[src/rtl/tff_pkg.sv]
// Shared constants for the toggle-flip-flop counter: parameter legality
// limits, direction encodings and a helper for the largest legal count.
package tff_pkg;

    localparam int   WIDTH_MIN = 1;
    localparam int   WIDTH_MAX = 32;

    localparam logic UP   = 1'b1;
    localparam logic DOWN = 1'b0;

    // Largest value representable in 'width' bits (computed in 64 bits so
    // that width=32 does not overflow).
    function automatic longint unsigned max_limit(input int width);
        return (64'd1 << width) - 64'd1;
    endfunction

    // True when the WIDTH/MAX pair describes a buildable counter.
    function automatic bit params_legal(input int width, input longint unsigned max);
        return (width >= WIDTH_MIN) && (width <= WIDTH_MAX) &&
               (max >= 64'd1) && (max <= max_limit(width));
    endfunction

endpackage

[src/rtl/tff_cell.sv]
// One counter bit: a T flip-flop with asynchronous active-low reset and a
// synchronous override (ld/d) that wins over the toggle input.
module tff_cell (
    input  logic clk,
    input  logic rst,
    input  logic t,
    input  logic ld,
    input  logic d,
    output logic q,
    output logic qb
);

    // Reset clears the bit; otherwise override loads d, else toggle on t.
    always_ff @(posedge clk or negedge rst) begin
        if (!rst) begin
            q <= 1'b0;
        end else if (ld) begin
            q <= d;
        end else if (t) begin
            q <= ~q;
        end
    end

    assign qb = ~q;

endmodule

[src/rtl/tff_counter.sv]
// Up/down counter built from toggle cells. Ordinary counting is done purely
// by the toggle chain; clear, load, and limit handling (wrap or hold) go
// through the synchronous override path of every cell.
module tff_counter
    import tff_pkg::*;
#(
    parameter int              WIDTH    = 4,
    parameter longint unsigned MAX      = (64'd1 << WIDTH) - 64'd1,
    parameter bit              SATURATE = 1'b0
) (
    input  logic             clk,
    input  logic             rst,
    input  logic             clr,
    input  logic             load,
    input  logic [WIDTH-1:0] din,
    input  logic             en,
    input  logic             up,
    output logic [WIDTH-1:0] q,
    output logic [WIDTH-1:0] qb,
    output logic             tc,
    output logic             ovf
);

    localparam logic [WIDTH-1:0] MAX_Q = WIDTH'(MAX);

    generate
        if (!params_legal(WIDTH, MAX)) begin : g_bad_params
            $error("tff_counter: illegal WIDTH/MAX combination");
        end
    endgenerate

    logic [WIDTH-1:0] carry_up;     // all lower bits are 1
    logic [WIDTH-1:0] carry_dn;     // all lower bits are 0
    logic [WIDTH-1:0] toggle;
    logic [WIDTH-1:0] ovr_d_next;
    logic             ovr_ld_next;
    logic             ovf_reg;

    // Terminal count depends only on q and direction, never on en.
    assign tc = ((up == UP)   && (q == MAX_Q)) ||
                ((up == DOWN) && (q == '0));

    assign carry_up[0] = 1'b1;
    assign carry_dn[0] = 1'b1;

    genvar gi;
    generate
        for (gi = 1; gi < WIDTH; gi++) begin : g_carry
            assign carry_up[gi] = carry_up[gi-1] &  q[gi-1];
            assign carry_dn[gi] = carry_dn[gi-1] & ~q[gi-1];
        end

        for (gi = 0; gi < WIDTH; gi++) begin : g_cell
            assign toggle[gi] = en & ((up == UP) ? carry_up[gi] : carry_dn[gi]);

            tff_cell u_cell (
                .clk (clk),
                .rst (rst),
                .t   (toggle[gi]),
                .ld  (ovr_ld_next),
                .d   (ovr_d_next[gi]),
                .q   (q[gi]),
                .qb  (qb[gi])
            );
        end
    endgenerate

    // Override decode in priority order: clear, clamped load, limit event.
    // Below the limit the toggle chain alone produces q+1 / q-1.
    always_comb begin
        ovr_ld_next = 1'b0;
        ovr_d_next  = q;
        if (clr) begin
            ovr_ld_next = 1'b1;
            ovr_d_next  = '0;
        end else if (load) begin
            ovr_ld_next = 1'b1;
            ovr_d_next  = (din > MAX_Q) ? MAX_Q : din;
        end else if (en && tc) begin
            ovr_ld_next = 1'b1;
            if (SATURATE) begin
                ovr_d_next = q;
            end else begin
                ovr_d_next = (up == UP) ? '0 : MAX_Q;
            end
        end
    end

    // Flag every counting edge that hits a limit (wrapped or blocked).
    always_ff @(posedge clk or negedge rst) begin
        if (!rst) begin
            ovf_reg <= 1'b0;
        end else begin
            ovf_reg <= en & tc & ~clr & ~load;
        end
    end

    assign ovf = ovf_reg;

endmodule

[config.mk]
export PLATFORM = sky130hd
export DESIGN_NAME = tff_counter
export DESIGN_NICKNAME = d
export VERILOG_FILES = /design/src/rtl/tff_pkg.sv /design/src/rtl/tff_cell.sv /design/src/rtl/tff_counter.sv
export SDC_FILE = /design/constraint.sdc
export NUM_CORES = 1
export LEC_CHECK = 0
export ABC_AREA = 1
export BUFFER_PORTS_ARGS = -buffer_cell sky130_fd_sc_hd__buf_2
export CAP_MARGIN = 20
export CORE_UTILIZATION = 30
export CTS_BUF_LIST = sky130_fd_sc_hd__clkbuf_2 sky130_fd_sc_hd__clkbuf_4 sky130_fd_sc_hd__clkbuf_8
export DETAILED_ROUTE_END_ITERATION = 6
export GPL_ROUTABILITY_DRIVEN = 0
export PLACE_DENSITY = 0.61
export SYNTH_ARGS = -nofsm -noshare
export SYNTH_HDL_FRONTEND = slang
export SYNTH_SLANG_ARGS = --single-unit
[constraint.sdc]
create_clock -name clk -period 1.3 [get_ports clk]
set_input_delay 0.065 -clock clk [delete_from_list [all_inputs] [get_ports clk]]
set_output_delay 0.065 -clock clk [all_outputs]
set_load 0.05 [all_outputs]
# == Yosys cells after proc, flatten, opt, wreduce, memory -nomap -nowiden ==
# Cells that the tools add are included.
# op_classes
bitwise,17
n_mux,19
n_lt_le_gt_ge,1
eq_ne,2
n_reduce_logical,13
# op_table
cell,n
2-to-1 mux 4 bit,5
2-to-1 mux 1 bit,14
bitwise AND 1 bit,10
AND reduction 2 bit,4
nonzero test 2 bit,4
NOT 1 bit,7
"== test 4 bit, second input constant",1
"greater-than comparator 4 bit, second input constant",1
zero test 4 bit,1
"inequality test 4 bit, second input constant",1
logical AND 1 bit,3
logical OR 1 bit,1
# word_totals
register_bits,5
output_inout_bits,10
word_cells,57

# == Depth between registers and ports, before layout ==
# depth
ltp_word,9
depth_mapped,9
depth_no_buf,9

# == Modules after synthesis ==
# A second synthesis with hierarchy kept.
# unflattened
cells_unflattened,79
area_unflattened_um2,455.4
# by_module_without_submodules
mod,n_inst,area_per_inst_um2,seq_area_each_um2,cells_per_inst
tff_cell,4,61.3,25.0,10
tff_counter,1,210.2,25.0,39

# == Least setup slack after synthesis ==
# Ideal clock, no wire load.
# synth_path
path_kind,register to register
from,register g_cell[1].u_cell.q
to,register g_cell[2].u_cell.q
t_arrival_ns,1.248
synth_period_minus_slack_ns,1.364
path_stages_with_launch,9
path_buffers,0
required_ns,1.184
slack_ns,-0.064
cell_sequence,dfrtp_1 > nor2_1 > nand3_1 > nand2_2 > nand2_2 > nand2_4 > inv_1 > nand2_1 > nand2_1
# synth_between
elab_chain_len,9
elab_cells_between_ends,18
# synth_rtl
item,line,source
from (decl),tff_cell.sv:9,"output logic q,"
from (signal assigned),tff_cell.sv:20,q <= ~q;
== test 4 bit or zero test 4 bit (tied branches),"tff_counter.sv:40, tff_counter.sv:41",
"logical AND 1 bit, on equally long branches","tff_counter.sv:40, tff_counter.sv:41",
logical OR 1 bit *,tff_counter.sv:40,assign tc = ((up == UP) && (q == MAX_Q)) ||
via tc,tff_counter.sv:20,"output logic tc,"
logical AND 1 bit *,tff_counter.sv:79,end else if (en && tc) begin
2-to-1 mux 1 bit,tff_counter.sv:79,
2-to-1 mux 1 bit,tff_counter.sv:76,end else if (load) begin
2-to-1 mux 1 bit,tff_counter.sv:73,if (clr) begin
inequality test 4 bit (no source line) or nonzero test 2 bit (tied branches),-,
AND reduction 2 bit (no source line),-,
to (signal assigned),tff_cell.sv:20,
to (decl),tff_cell.sv:9,
# Mark *: on every way through the listed nets, which the timed path passes. The rest lies on a longest branch.
# A chain may end at the register's enable or synchronous reset.

# == Worst setup path after layout ==
# layout_path
from,register g_cell[0].u_cell.q
to,output tc
# layout_between
elab_chain_len,3
elab_cells_between_ends,5
# layout_rtl
item,line
from (decl),tff_cell.sv:9
from (signal assigned),tff_cell.sv:20
== test 4 bit or zero test 4 bit (tied branches),"tff_counter.sv:40, tff_counter.sv:41"
"logical AND 1 bit, on equally long branches","tff_counter.sv:40, tff_counter.sv:41"
logical OR 1 bit *,tff_counter.sv:40
to (decl),tff_counter.sv:20
# Mark *: on every way between the ends. The rest lies on a longest branch, timed or not.

==> results by group <==
Cells and area
  • Most common cell after layout, fill and taps aside: nand2_1
  • Antenna diode count: 0
  • Most frequent cells in the layout: nand2_1, buf_2, nor2_1
  • Fillcell total: 148
  • Layout cells sized above 1: 34.8%
  • Max reg flops: 4
  • Nets@finish: 100
  • Storage cell area: 126 sq um
  • Cell Count, Final, Fillers Out: 104
  • Footprint of the multi-input gates: 241 sq um
  • Area Growth Syn to Fin: 28.9%

Hold path
  • Hold_sp: clr
  • Hold WC Path Type: input pin to register

Pwr
  • Total power draw: 0.000689 W
  • PD cells: 1190 nW/um^2
  • VDD IR max: 0.383 mV
  • Leak: 0.331 nW

GRT
  • First-pass GRT wire length: 1.35 mm
  • GRT Overall Usage: 13.2%
  • Most used routing layer: met2
  • Pin count of the biggest net entering global routing: 9
  • M1 GR Usage: 15.9%
  • GR Util met2: 18.3%
  • Total congestion overflow: 0
  • Met3 usage: 3.80%
  • Vias in the first global route: 352
  • Antenna violations before repair: 0

Timing
  • Post-layout min period: 1.25 ns
  • Max-slew headroom: 82.7%
  • Final Max Slew Viols: 0
  • Post-Route Skew: 0.00173 ns
  • Final Hold Vio Count: 0
  • Hold WS: 0.111 ns
  • RSZ-0062 raised after global routing: true
  • # setup viols final: 0
  • Final period util: 95.9%
  • Worst-margin pin slew: 0.259 ns
  • Fmax: 802 MHz

Die
  • Die Height: 40.8 um
  • IO Count: 20
  • Die Area: 1660 sq um
  • Std-Cell Rows: 13
  • Initial Util: 33.4%
  • Core region area: 1350 sq um
  • Die W: 40.8 um

Drt
  • Post-DRT Antenna Nets: 0
  • Total number of vias: 448
  • DRT Pass-1 Iters: 4
  • Vias/cell: 4.31
  • DR WL/cell: 9.14 um
  • DR iter-0 viols: 11
  • Drc violations: 0
  • Detailed Route WL: 951 um

Clock tree
  • Clock root buffer: clkbuf_4
  • CTS tree: built
  • Worst skew pair latency: 0.24 ns
  • Clock sink total: 5
  • Clk buf depth: 2
  • CTS buffer count: 3
  • Clock slew seen by the registers of the worst setup and hold paths: 0.04 ns
  • H-tree levels: 1

Synth
  • Seq cells post-synth: 5
  • EDFF count, synth: 0
  • Synth unique cells: 14
  • Post-synth top flop: dfrtp_1
  • Sequential area share after synthesis: 27.8%
  • Mean Syn Cell Area: 6.26 sq um
  • Ys Warns: 0
  • Synth Cell Area: 450 sq um
  • Post-synth ARST share: 100%
  • Syn Inst Count: 72
  • Mapped Nets: 82

Place
  • DP HPWL: 721 um
  • PortBufs: 19
  • # placed instances: 98

Worst setup path
  • Crit path required time: 1.24 ns
  • Worst Setup SP: g_cell[0].u_cell.q$_DFFE_PN0P_
  • Reg2reg start: g_cell[0].u_cell.q$_DFFE_PN0P_
  • Critical path type: register to output port
  • Critical path arrival: 1.18 ns
  • Worst Setup Start Kind: register
  • Element type at the critical path end: output port
  • Critical-path maximum fanout: 4

Outcome
  • Outcome: finished clean

Flow run
  • Max-Cap Viols: 0
==> path summary, 6_finish.rpt <==
path / endpoint / slack (ns) / cells past startpoint
max: tc / 0.05 / 5
min reg2reg: g_cell[1].u_cell.q$_DFFE_PN0P_ / 0.66 / 2
max reg2reg: g_cell[2].u_cell.q$_DFFE_PN0P_ / 0.09 / 9
min: ovf$_DFF_PN0_ / 0.11 / 4
max in group asynchronous: g_cell[1].u_cell.q$_DFFE_PN0P_ / 0.99 / 2
min in group asynchronous: ovf$_DFF_PN0_ / 0.17 / 2
==> per-layer routing <==
layer	vias up	routed length (um)
li1	244	-
met1	185	467
met2	17	425
met3	2	50
met4	0	8
met5	-	0
==> cells by family (layout without fill, tap and decap cells) <==
logic type	Yosys count	in the layout	share of synthesized area [%]
and+or+nand+nor	42	42	39.7
xor gates and xnor gates	2	2	3.89
buffers and inverters	18	35	22.5
DFF	5	5	27.8
AOI/OAI and AO/OA	5	5	6.11
==> cell usage after synthesis (2+ instances only) <==
library cell	number	share of area, %
buf_4	9	15
dfrtp_1	5	28
inv_1	9	7.5
nand2_1	20	17
nand2_2	2	2.8
nand3_1	5	5.6
nor2_1	13	11
o21ai_0	2	2.2
o21ai_1	2	2.2
==> final cells by class <==
cell class | instances | share of cell area, %
Sequential cell | 5 | 21.8
Timing Repair Buffer | 22 | 22.4
Clock buffer | 4 | 5.17
Tap cell | 15 | 3.23
Inverter | 9 | 5.82
Multi-Input combinational cell | 49 | 41.6
==> where the power goes <==
group / switching, W / total, W / leakage (nW) / internal, W
clock network: 0.0000588 / 0.000195 / 0.0184 / 0.000137
registers: 0.0000221 / 0.000194 / 0.0634 / 0.000172
logic: 0.000210 / 0.000300 / 0.249 / 0.0000895
==> per-stage QoR <==
step,area [sq um],util [%],worst slack [ns],TNS [ns]
2_1_floorplan,455,-,0.00203,0
3_3_place_gp,509,37.7,0.0994,0
3_5_place_dp,509,37.7,0.0516,0
4_1_cts,558,41.3,0.0163,0
5_1_grt,581,43.0,-0.0163,-0.0163
6_report,581,43.0,0.0536,0
==> critical path: stages, from the launching register on <==
cell and delay [ns]:
dfrtp_1 0.43, nand2_1 0.09, nor2_1 0.08, nand2_1 0.10, nand2_4 0.10, buf_8 0.14
==> repair_timing <==
item,in CTS,in global routing
gates resized for setup,3,4
buffers inserted,0,1
endpoints found under the hold margin,5,0
hold buffers,1,0
endpoints found under the setup margin,1,5
pin swaps,0,1
Power figures use the tool's default switching activity.
